[config.mk]
export PLATFORM = sky130hd
export DESIGN_NAME = ex_mem_stage_flat
export DESIGN_NICKNAME = d
export VERILOG_FILES = /design/src/rtl/ex_mem_stage_pkg.sv /design/src/rtl/ex_mem_stage_if.sv /design/src/rtl/ex_mem_stage_slot.sv /design/src/rtl/ex_mem_stage.sv /design/src/flat_wrapper.sv
export SDC_FILE = /design/constraint.sdc
export NUM_CORES = 1
export LEC_CHECK = 0
export CAP_MARGIN = 40
export CORE_MARGIN = 2
export CORE_UTILIZATION = 45
export DETAILED_ROUTE_END_ITERATION = 12
export PLACE_DENSITY_LB_ADDON = 0.12
export SLEW_MARGIN = 20
export SYNTH_ARGS = -nofsm -noshare
export SYNTH_HDL_FRONTEND = slang
export SYNTH_HIERARCHICAL = 1
export SYNTH_SLANG_ARGS = --single-unit
[constraint.sdc]
create_clock -name clk -period 2.1 [get_ports clk]
set_input_delay 0.42 -clock clk [delete_from_list [all_inputs] [get_ports clk]]
set_output_delay 0.42 -clock clk [all_outputs]
set_load 0.01 [all_outputs]
[src/rtl/ex_mem_stage_pkg.sv]
// Shared definitions for the EX/MEM pipeline stage: control-bit layout and
// occupancy encoding of the main/skid slot pair.
package ex_mem_stage_pkg;

  localparam int EXMEM_CTRL_W  = 6;

  localparam int CTRL_REGWRITE = 5;
  localparam int CTRL_MEMTOREG = 4;
  localparam int CTRL_BRANCH   = 3;
  localparam int CTRL_MEMREAD  = 2;
  localparam int CTRL_MEMWRITE = 1;
  localparam int CTRL_JUMP     = 0;

  typedef enum logic [1:0] {
    OCC_EMPTY = 2'd0,
    OCC_ONE   = 2'd1,
    OCC_TWO   = 2'd2
  } occ_e;

endpackage

[src/rtl/ex_mem_stage_if.sv]
// EX -> EX/MEM -> MEM handshake bundle plus the redirect outputs back to fetch.
interface ex_mem_stage_if #(
  parameter int DATA_W = 32,
  parameter int REG_W  = 5
);
  logic              in_valid;
  logic              in_ready;
  logic              in_wb_regwrite;
  logic              in_wb_memtoreg;
  logic              in_m_branch;
  logic              in_m_memread;
  logic              in_m_memwrite;
  logic              in_jump;
  logic              in_zero;
  logic [DATA_W-1:0] in_alu_result;
  logic [DATA_W-1:0] in_store_data;
  logic [DATA_W-1:0] in_br_target;
  logic [DATA_W-1:0] in_jmp_target;
  logic [REG_W-1:0]  in_dest_reg;

  logic              out_valid;
  logic              out_ready;
  logic              out_wb_regwrite;
  logic              out_wb_memtoreg;
  logic              out_m_memread;
  logic              out_m_memwrite;
  logic [DATA_W-1:0] out_alu_result;
  logic [DATA_W-1:0] out_store_data;
  logic [REG_W-1:0]  out_dest_reg;

  logic              pc_redirect;
  logic [DATA_W-1:0] pc_target;
  logic              flush_upstream;

  // Stage-side view
  modport slave (
    input  in_valid, in_wb_regwrite, in_wb_memtoreg, in_m_branch, in_m_memread,
           in_m_memwrite, in_jump, in_zero, in_alu_result, in_store_data,
           in_br_target, in_jmp_target, in_dest_reg, out_ready,
    output in_ready, out_valid, out_wb_regwrite, out_wb_memtoreg, out_m_memread,
           out_m_memwrite, out_alu_result, out_store_data, out_dest_reg,
           pc_redirect, pc_target, flush_upstream
  );

  // Environment-side view (EX producer + MEM consumer + fetch)
  modport master (
    output in_valid, in_wb_regwrite, in_wb_memtoreg, in_m_branch, in_m_memread,
           in_m_memwrite, in_jump, in_zero, in_alu_result, in_store_data,
           in_br_target, in_jmp_target, in_dest_reg, out_ready,
    input  in_ready, out_valid, out_wb_regwrite, out_wb_memtoreg, out_m_memread,
           out_m_memwrite, out_alu_result, out_store_data, out_dest_reg,
           pc_redirect, pc_target, flush_upstream
  );
endinterface

[src/rtl/ex_mem_stage_slot.sv]
// One payload register with load enable and a valid bit that can be cleared.
// Load wins over clear so a slot can be refilled in the cycle it drains.
module ex_mem_slot
  import ex_mem_stage_pkg::*;
#(
  parameter int W = 8
) (
  input  logic         clk,
  input  logic         rst_n,
  input  logic         load_i,
  input  logic         clr_i,
  input  logic [W-1:0] d_i,
  output logic         valid_o,
  output logic [W-1:0] q_o
);
  logic         valid_q, valid_d;
  logic [W-1:0] data_q, data_d;

  always_comb begin
    valid_d = valid_q;
    data_d  = data_q;
    if (load_i) begin
      valid_d = 1'b1;
      data_d  = d_i;
    end else if (clr_i) begin
      valid_d = 1'b0;
    end
  end

  always_ff @(negedge clk) begin
    if (!rst_n) begin
      valid_q <= 1'b0;
      data_q  <= '0;
    end else begin
      valid_q <= valid_d;
      data_q  <= data_d;
    end
  end

  assign valid_o = valid_q;
  assign q_o     = data_q;

endmodule

[src/rtl/ex_mem_stage.sv]
// EX/MEM pipeline register with a skid slot so MEM stalls never drop work;
// resolves branch/jump from the main slot and raises the PC redirect.
module ex_mem_stage
  import ex_mem_stage_pkg::*;
#(
  parameter int DATA_W = 32,
  parameter int REG_W  = 5
) (
  input  logic          clk,
  input  logic          rst_n,
  input  logic          flush,
  ex_mem_stage_if.slave bus
);
  typedef struct packed {
    logic [EXMEM_CTRL_W-1:0] ctrl;
    logic                    zero;
    logic [DATA_W-1:0]       alu;
    logic [DATA_W-1:0]       sd;
    logic [DATA_W-1:0]       bt;
    logic [DATA_W-1:0]       jt;
    logic [REG_W-1:0]        dst;
  } pay_t;

  localparam int PAY_W = $bits(pay_t);

  occ_e state_q, state_d;
  logic rdy_en_q;
  logic main_valid, skid_valid;
  pay_t in_pay, main_src, main_pay, skid_pay;
  logic ld_main, sel_skid, ld_skid, clr_main, clr_skid;
  logic in_ready, fire_in, fire_out, taken, redirect;

  // in_ready is held low through reset and the first edge after it
  assign in_ready = rdy_en_q & ~skid_valid;
  assign fire_in  = bus.in_valid & in_ready;
  assign fire_out = main_valid & bus.out_ready;

  assign taken    = main_valid & ((main_pay.ctrl[CTRL_BRANCH] & main_pay.zero) |
                                  main_pay.ctrl[CTRL_JUMP]);
  assign redirect = taken & bus.out_ready;

  always_comb begin
    in_pay      = '0;
    in_pay.ctrl = bus.in_valid ? {bus.in_wb_regwrite, bus.in_wb_memtoreg, bus.in_m_branch,
                                  bus.in_m_memread, bus.in_m_memwrite, bus.in_jump}
                               : '0;
    in_pay.zero = bus.in_zero;
    in_pay.alu  = bus.in_alu_result;
    in_pay.sd   = bus.in_store_data;
    in_pay.bt   = bus.in_br_target;
    in_pay.jt   = bus.in_jmp_target;
    in_pay.dst  = bus.in_dest_reg;
  end

  // FSM: state register
  always_ff @(negedge clk) begin
    if (!rst_n) begin
      state_q  <= OCC_EMPTY;
      rdy_en_q <= 1'b0;
    end else begin
      state_q  <= state_d;
      rdy_en_q <= 1'b1;
    end
  end

  // FSM: next state; a redirect or flush squashes everything younger
  always_comb begin
    state_d = state_q;
    if (flush || redirect) begin
      state_d = OCC_EMPTY;
    end else begin
      case (state_q)
        OCC_EMPTY: if (fire_in) state_d = OCC_ONE;
        OCC_ONE: begin
          if (fire_in && !fire_out)      state_d = OCC_TWO;
          else if (!fire_in && fire_out) state_d = OCC_EMPTY;
        end
        OCC_TWO:   if (fire_out) state_d = OCC_ONE;
        default:   state_d = OCC_EMPTY;
      endcase
    end
  end

  // FSM: slot controls
  always_comb begin
    ld_main  = 1'b0;
    sel_skid = 1'b0;
    ld_skid  = 1'b0;
    clr_main = 1'b0;
    clr_skid = 1'b0;
    if (flush || redirect) begin
      clr_main = 1'b1;
      clr_skid = 1'b1;
    end else begin
      case (state_q)
        OCC_EMPTY: ld_main = fire_in;
        OCC_ONE: begin
          if (fire_in && fire_out) ld_main  = 1'b1;
          else if (fire_in)        ld_skid  = 1'b1;
          else if (fire_out)       clr_main = 1'b1;
        end
        OCC_TWO: begin
          if (fire_out) begin
            ld_main  = 1'b1;
            sel_skid = 1'b1;
            clr_skid = 1'b1;
          end
        end
        default: begin
          clr_main = 1'b1;
          clr_skid = 1'b1;
        end
      endcase
    end
  end

  assign main_src = sel_skid ? skid_pay : in_pay;

  ex_mem_slot #(.W(PAY_W)) u_main (
    .clk     (clk),
    .rst_n   (rst_n),
    .load_i  (ld_main),
    .clr_i   (clr_main),
    .d_i     (main_src),
    .valid_o (main_valid),
    .q_o     (main_pay)
  );

  ex_mem_slot #(.W(PAY_W)) u_skid (
    .clk     (clk),
    .rst_n   (rst_n),
    .load_i  (ld_skid),
    .clr_i   (clr_skid),
    .d_i     (in_pay),
    .valid_o (skid_valid),
    .q_o     (skid_pay)
  );

  assign bus.in_ready        = in_ready;
  assign bus.out_valid       = main_valid;
  assign bus.out_wb_regwrite = main_valid & main_pay.ctrl[CTRL_REGWRITE];
  assign bus.out_wb_memtoreg = main_valid & main_pay.ctrl[CTRL_MEMTOREG];
  assign bus.out_m_memread   = main_valid & main_pay.ctrl[CTRL_MEMREAD];
  assign bus.out_m_memwrite  = main_valid & main_pay.ctrl[CTRL_MEMWRITE];
  assign bus.out_alu_result  = main_pay.alu;
  assign bus.out_store_data  = main_pay.sd;
  assign bus.out_dest_reg    = main_pay.dst;
  assign bus.pc_redirect     = redirect;
  assign bus.pc_target       = main_pay.ctrl[CTRL_JUMP] ? main_pay.jt : main_pay.bt;
  assign bus.flush_upstream  = redirect;

endmodule

[src/flat_wrapper.sv]
// flat-port wrapper written by rule: the top's interface ports become plain ports
module ex_mem_stage_flat import ex_mem_stage_pkg::*;
#(
  parameter int DATA_W = 32,
  parameter int REG_W  = 5
)
  (clk, rst_n, flush, bus_in_valid, bus_in_wb_regwrite, bus_in_wb_memtoreg, bus_in_m_branch, bus_in_m_memread, bus_in_m_memwrite, bus_in_jump, bus_in_zero, bus_in_alu_result, bus_in_store_data, bus_in_br_target, bus_in_jmp_target, bus_in_dest_reg, bus_out_ready, bus_in_ready, bus_out_valid, bus_out_wb_regwrite, bus_out_wb_memtoreg, bus_out_m_memread, bus_out_m_memwrite, bus_out_alu_result, bus_out_store_data, bus_out_dest_reg, bus_pc_redirect, bus_pc_target, bus_flush_upstream);
  ex_mem_stage_if #(.DATA_W(DATA_W), .REG_W(REG_W)) bus_i ();
  input  logic clk;
  input  logic rst_n;
  input  logic flush;
  input wire logic [$bits(bus_i.in_valid)-1:0] bus_in_valid;
  input wire logic [$bits(bus_i.in_wb_regwrite)-1:0] bus_in_wb_regwrite;
  input wire logic [$bits(bus_i.in_wb_memtoreg)-1:0] bus_in_wb_memtoreg;
  input wire logic [$bits(bus_i.in_m_branch)-1:0] bus_in_m_branch;
  input wire logic [$bits(bus_i.in_m_memread)-1:0] bus_in_m_memread;
  input wire logic [$bits(bus_i.in_m_memwrite)-1:0] bus_in_m_memwrite;
  input wire logic [$bits(bus_i.in_jump)-1:0] bus_in_jump;
  input wire logic [$bits(bus_i.in_zero)-1:0] bus_in_zero;
  input wire logic [$bits(bus_i.in_alu_result)-1:0] bus_in_alu_result;
  input wire logic [$bits(bus_i.in_store_data)-1:0] bus_in_store_data;
  input wire logic [$bits(bus_i.in_br_target)-1:0] bus_in_br_target;
  input wire logic [$bits(bus_i.in_jmp_target)-1:0] bus_in_jmp_target;
  input wire logic [$bits(bus_i.in_dest_reg)-1:0] bus_in_dest_reg;
  input wire logic [$bits(bus_i.out_ready)-1:0] bus_out_ready;
  output wire logic [$bits(bus_i.in_ready)-1:0] bus_in_ready;
  output wire logic [$bits(bus_i.out_valid)-1:0] bus_out_valid;
  output wire logic [$bits(bus_i.out_wb_regwrite)-1:0] bus_out_wb_regwrite;
  output wire logic [$bits(bus_i.out_wb_memtoreg)-1:0] bus_out_wb_memtoreg;
  output wire logic [$bits(bus_i.out_m_memread)-1:0] bus_out_m_memread;
  output wire logic [$bits(bus_i.out_m_memwrite)-1:0] bus_out_m_memwrite;
  output wire logic [$bits(bus_i.out_alu_result)-1:0] bus_out_alu_result;
  output wire logic [$bits(bus_i.out_store_data)-1:0] bus_out_store_data;
  output wire logic [$bits(bus_i.out_dest_reg)-1:0] bus_out_dest_reg;
  output wire logic [$bits(bus_i.pc_redirect)-1:0] bus_pc_redirect;
  output wire logic [$bits(bus_i.pc_target)-1:0] bus_pc_target;
  output wire logic [$bits(bus_i.flush_upstream)-1:0] bus_flush_upstream;
  assign bus_i.in_valid = bus_in_valid;
  assign bus_i.in_wb_regwrite = bus_in_wb_regwrite;
  assign bus_i.in_wb_memtoreg = bus_in_wb_memtoreg;
  assign bus_i.in_m_branch = bus_in_m_branch;
  assign bus_i.in_m_memread = bus_in_m_memread;
  assign bus_i.in_m_memwrite = bus_in_m_memwrite;
  assign bus_i.in_jump = bus_in_jump;
  assign bus_i.in_zero = bus_in_zero;
  assign bus_i.in_alu_result = bus_in_alu_result;
  assign bus_i.in_store_data = bus_in_store_data;
  assign bus_i.in_br_target = bus_in_br_target;
  assign bus_i.in_jmp_target = bus_in_jmp_target;
  assign bus_i.in_dest_reg = bus_in_dest_reg;
  assign bus_i.out_ready = bus_out_ready;
  assign bus_in_ready = bus_i.in_ready;
  assign bus_out_valid = bus_i.out_valid;
  assign bus_out_wb_regwrite = bus_i.out_wb_regwrite;
  assign bus_out_wb_memtoreg = bus_i.out_wb_memtoreg;
  assign bus_out_m_memread = bus_i.out_m_memread;
  assign bus_out_m_memwrite = bus_i.out_m_memwrite;
  assign bus_out_alu_result = bus_i.out_alu_result;
  assign bus_out_store_data = bus_i.out_store_data;
  assign bus_out_dest_reg = bus_i.out_dest_reg;
  assign bus_pc_redirect = bus_i.pc_redirect;
  assign bus_pc_target = bus_i.pc_target;
  assign bus_flush_upstream = bus_i.flush_upstream;
  ex_mem_stage #(.DATA_W(DATA_W), .REG_W(REG_W)) u_core (.clk(clk), .rst_n(rst_n), .flush(flush), .bus(bus_i));
endmodule
==> results.cfg, run 1 <==
[yosys]
ys.flop_type = dfxtp_1
yosysTopAreaCell = dfxtp_1
synthArstFlopShare = 0
ys_warn_count = 6
yosysTopAreaCellShare = 0.421
syn_inst = 1150
syn_nets = 1299
ys_types = 25
synth-edff-count = 0
synth.top_cells.by_count = 285 x dfxtp_1, 285 x nor2b_1, 280 x mux2i_1
synth_seq_area_share = 0.421
synth_area_per_cell_um2 = 11.8
synth_seq_cells = 285
synth_area_um2 = 13600
yosys-top-cells-area = dfxtp_1 42%, mux2i_1 21%, nor2b_1 13%, mux2_4 11%, mux2_2 6.0%

[setup_path]
crit_type = flip-flop to output pin
crit_path_top_delay_cell = dfxtp_4
cp_common_cell = buf_6
required_ps = 1680
critical-path-top-delay-family = buffers and inverters
r2r_slack_ps = -530
crit_buf_inv = 3
crit_arrival_ps = 2690
crit_chain = buf_6 -> buf_16 -> mux2_4 -> buf_6
crit_path_end_kind = output pin
crit-reg2reg-capture = u_core/u_main/q_o[50]
slowest_delay_ps = 360
r2r_cells = 14
startpoint_type = flip-flop
reg2reg_from = u_core/u_main/q_o[134]
worstPathMaxFanout = 5

[cells_and_area]
fin_cells = 2248
multiInputGateArea_um2 = 7710
drive_gt1_frac = 0.350
syn2layout_area_growth_pct = 61.5
nNetsFinal = 1983
design_area_um2 = 21900
n_fill_cell = 2004
seq_area_um2 = 5800

[clock_tree]
cts_tree = built
path_clk_slew_ps = 30
numCtsBuffers = 35
cts.sinks = 285
htree_levels = 2
clk_latency_ps = 600
clockBufferDepth = 3
cts_root_buffer = clkbuf_16

[die]
rows = 63
die-area_um2 = 31600
core_um2 = 29600
start_util = 0.458
die_width_um = 178
die_h_um = 178
io_pins = 254

[flow_run]
maxCapViolations = 0

[min_path]
hold_depth = 2
holdCritPathClass = flip-flop to flip-flop
min_to = u_core/u_skid/q_o[91]
hold_start = u_core/u_skid/q_o[91]

[detailed_routing]
final_antenna_net_count = 0
via_count = 10800
drc = 0
drt_wl_total_um = 40200
wl_per_cell_um = 17.9
drt_first_pass_iters = 6
avgViaCountPerCell = 4.82
drt_iter0_drc = 474

[placement]
dpl_cell_area_um2 = 17300
hpwl_um = 20900
io_buffers = 253
gp_congestion = 0.761
dp.cells = 1810

[global_route]
grt_max_degree = 59
antenna_found_initial = 5
grt_overflow = 0
grt_pass1_vias = 12000
grt.total_usage = 0.249
grt_first_pass_wirelength_um = 61500

[status]
status = finished with violations
violations = setup timing

[timing]
hold_slack_ps = 508
finClkSkew_ps = 51.8
worst_slew_pin_slew_ps = 696
finalHoldViolations = 0
slew_viol_final = 0
max_slew_margin = 0.535
rsz0062_at_grt = true
setup_violations = 393
fin_ws_ps = -1010

[power_and_ir_drop]
p_sw_frac = 0.291
pwr-share-comb = 0.120
irDropWorstVdd_uv = 579
leakagePower_nw = 9.87
internal_power_w = 0.0112
p_sw_w = 0.00462
p_per_area_nw_per_um2 = 724
p_seq_frac = 0.361
power_frac_clock = 0.519
## worst max path at each step
stage,end,cells past startpoint,start,slack (ps)
4_1_cts,bus_pc_target[23],4,u_core/u_main/q_o[134],-1050
3_3_place_gp,u_core/u_main/q_o[121],8,bus_in_valid,-1430
2_1_floorplan,u_core/u_main/q_o[100],8,bus_in_valid,-750
5_1_grt,bus_pc_target[23],4,u_core/u_main/q_o[134],-1070
6_report,bus_pc_target[23],4,u_core/u_main/q_o[134],-1010
3_5_place_dp,u_core/u_main/q_o[126],8,bus_in_valid,-1480
## power groups by stage
| stage | sequential (W) | clock (W) | combinational (W) |
|---|---|---|---|
| after floorplan | 0.00578 | 0.000829 | 0.000822 |
| after global routing | 0.00573 | 0.00923 | 0.00201 |
| final | 0.00573 | 0.00824 | 0.00190 |
| after CTS | 0.00572 | 0.00847 | 0.00186 |
| after detailed placement | 0.00576 | 0.000829 | 0.00159 |
| after global placement | 0.00576 | 0.000829 | 0.00158 |
## kinds of logic after synthesis
group | synth area share
multiplexers | 0.377
AND/OR/NAND/NOR | 0.140
flip-flops | 0.421
buffers and inverters | 0.0515
AO/OA/AOI/OAI | 0.00673
adder cells (fa/ha/maj) | 0.00369
## tightest hold or removal path, stage by stage, from the launching register on
cell,delay (ps)
dfxtp_1,320
mux2i_1,60
nor2b_1,90
## flip-flops by register name, indices dropped and copies added (netlist names)
signal	count
u_core/rdy_en_q	1
u_core/state_q	2
u_core/u_main/q_o	140
u_core/u_main/valid_o	1
u_core/u_skid/q_o	140
u_core/u_skid/valid_o	1
## per-layer routing
layer	vias to the layer above	GRT usage	share of wire
met5	-	0	0.0011
met4	6	0.117	0.026
met3	74	0.115	0.074
met2	297	0.419	0.49
met1	5164	0.265	0.41
li1	5289	-	-
## what timing repair did
action / 4_1_cts / 5_1_grt
cloned: 44 / 2
pin swaps: 13 / 13
setup endpoints to repair: 393 / 393
gates resized for setup: 810 / 99
setup buffers: 69 / 28
hold buffers: 0 / 0
## area by class of cell
class | count | area share
multi-input cells | 776 | 0.352
flip-flops and latches | 285 | 0.265
well taps | 390 | 0.0223
inverters | 3 | 0.000743
clock inverters | 307 | 0.0585
clock buffers | 37 | 0.0423
diodes | 2 | 0.000229
repair buffers | 448 | 0.259
## per-stage QoR
step | total power [W] | utilization | setup TNS, ps | setup slack (ps)
floorplan | 0.00743 | - | -209810 | -746
global placement | 0.00817 | 0.583 | -419880 | -1430
detailed placement | 0.00819 | 0.583 | -433290 | -1480
CTS | 0.0161 | 0.749 | -226750 | -1050
global route | 0.0170 | 0.739 | -250340 | -1070
finish | 0.0159 | 0.739 | -235080 | -1010
## placed cells by master (no fill, tap or decap), types with 5 or more instances in the layout
cell type	instances
and2_1	6
dfxtp_2	69
clkdlybuf4s50_1	140
dfxtp_1	213
buf_8	12
buf_16	24
buf_12	66
and2_4	5
mux2_4	172
buf_6	141
clkbuf_16	39
nor2b_1	283
mux2i_2	14
inv_1	293
buf_4	61
clkinvlp_2	5
mux2i_1	262
(Power assumes the default switching activity.)
==> run 2, diff against run 1 <==
CORE_MARGIN = 4   (was 2)
GPL_ROUTABILITY_DRIVEN = 0   (was not set)
==> run 2 against run 1 <==
The run still ends with setup timing left. Worst hold slack lost 4.1 ps. Core utilization down 0.79 points. Count of clock-buffer cells in the layout did not move. Sequential share of layout area up 0.26 points. First-iteration DRC count is 15% lower. Combinational power hardly changed. Clock power grew 3.4%. Critical endpoint is now bus_pc_target[28]. Largest power group unchanged.
==> results.cfg, run 2 (synthesis results as in run 1) <==
[clock_tree]
path_clk_slew_ps = 30
clk_latency_ps = 580
cts_tree = built
hold_buffers = 0
cts.sinks = 285
htree_levels = 2
clockBufferDepth = 3
numCtsBuffers = 35
cts_root_buffer = clkbuf_16

[die]
die-area_um2 = 33000
rows = 63
core_um2 = 29700
die_h_um = 182
start_util = 0.456
io_pins = 254
die_width_um = 182

[setup_path]
r2r_slack_ps = -280
crit_arrival_ps = 2700
worstPathMaxFanout = 5
required_ps = 1680
crit_path_end_kind = output pin
startpoint_type = flip-flop
crit_type = flip-flop to output pin

[placement]
hpwl_um = 21100
pre_cts_ws_ps = -1470
io_buffers = 253
dp.cells = 1799

[global_route]
grt_max_degree = 72
grt_first_pass_wirelength_um = 56700
grt.total_usage = 0.210
antenna_found_initial = 2
grt_overflow = 0
grt_pass1_vias = 11400

[cells_and_area]
nNetsFinal = 1975
final_cell_mix = 293 x inv_1, 283 x nor2b_1, 263 x mux2i_1, 213 x dfxtp_1, 147 x mux2_4
drive_gt1_frac = 0.344
syn2layout_area_growth_pct = 60.2
diodes = 0
layout_commonest_cell = inv_1
final_util = 0.731
fin_cells = 2237
n_fill_cell = 2090

[detailed_routing]
final_antenna_net_count = 0
drt_first_pass_iters = 4
wl_per_cell_um = 17.7
avgViaCountPerCell = 4.78
via_count = 10700
drt_iter0_drc = 404
drt_wl_total_um = 39600
drc = 0

[min_path]
holdCritPathClass = flip-flop to flip-flop

[power_and_ir_drop]
leakagePower_nw = 9.68
p_seq_frac = 0.355
irDropWorstVdd_uv = 738
p_per_area_nw_per_um2 = 743
internal_power_w = 0.0116
pwr-share-comb = 0.117
p_sw_frac = 0.282
p_sw_w = 0.00455
power_frac_clock = 0.528

[timing]
worst_slew_pin_slew_ps = 717
setup_violations = 393
fin_ws_ps = -1020
finalHoldViolations = 0
slew_viol_final = 0
hold_slack_ps = 504
rsz0062_at_grt = true
finClkSkew_ps = 35.6
setup_tns_ps = -192500
max_slew_margin = 0.521

[status]
violations = setup timing
status = finished with violations

[flow_run]
maxCapViolations = 0
==> run 2: cell types whose count changed in the layout (fill, tap and decap cells not counted), sizes merged <==
cell      change
buf          -27
bufinv        +3
clkbuf       +18
clkinv        -1
clkinvlp      +1
diode         -2
inv           -4
nand3         +1
==> run 2: worst max-delay path, cell delays in order (launching register included) <==
cell and delay, ps:
dfxtp_4 380, buf_6 130, buf_12 130, mux2_4 320, buf_6 130
==> run 2: layer usage <==
metal  GRT usage  vias up  wire, µm
met5           0        -        27
met4      0.0985        4       789
met3      0.0956       60      2560
met2       0.341      301     19400
met1       0.237     5045     16800
li1            -     5272         -
==> run 2: path summary, 6_finish.rpt <==
check,from,endpoint,cells past startpoint
worst max-delay path,u_core/u_main/q_o[134],bus_pc_target[28],4
worst min-delay path,u_core/u_skid/q_o[10],u_core/u_skid/q_o[10],2
worst max register to register,u_core/state_q[1],u_core/u_main/q_o[55],9
worst min register to register,u_core/u_skid/q_o[10],u_core/u_skid/q_o[10],2
==> run 2: what timing repair did <==
action	4_1_cts	5_1_grt
hold endpoints to repair	0	0
endpoints found under the setup margin	393	393
buffers inserted	34	40
gates resized for setup	492	294
cloned	21	22
pin swaps	3	13
==> run 2: cell type report <==
type | instances | area (µm²) | area share
clock buffers | 37 | 926 | 0.0426
clock inverters | 306 | 1340 | 0.0618
inverters | 3 | 18.8 | 0.000864
multi-input cells | 777 | 7600 | 0.350
flip-flops and latches | 285 | 5810 | 0.268
well taps | 390 | 488 | 0.0225
repair buffers | 439 | 5540 | 0.255
==> run 2: per-stage QoR <==
| step | area, µm² | total power, W |
|---|---|---|
| 2_1_floorplan | 13800 | 0.00743 |
| 3_3_place_gp | 17100 | 0.00816 |
| 3_5_place_dp | 17100 | 0.00818 |
| 4_1_cts | 20600 | 0.0162 |
| 5_1_grt | 21700 | 0.0173 |
| 6_report | 21700 | 0.0161 |
==> run 2: power groups by stage <==
| stage | sequential (W) | clock, W | combinational [W] |
|---|---|---|---|
| 2_1_floorplan | 0.00578 | 0.000829 | 0.000822 |
| 3_3_place_gp | 0.00577 | 0.000829 | 0.00156 |
| 3_5_place_dp | 0.00577 | 0.000829 | 0.00157 |
| 4_1_cts | 0.00572 | 0.00876 | 0.00171 |
| 5_1_grt | 0.00573 | 0.00954 | 0.00199 |
| 6_report | 0.00573 | 0.00852 | 0.00188 |
==> run 3, diff against run 2 <==
CTS_CLUSTER_SIZE = 24   (was not set)
==> results of run 3 <==
Final layout, timing and power as in run 2 (identical DEF).
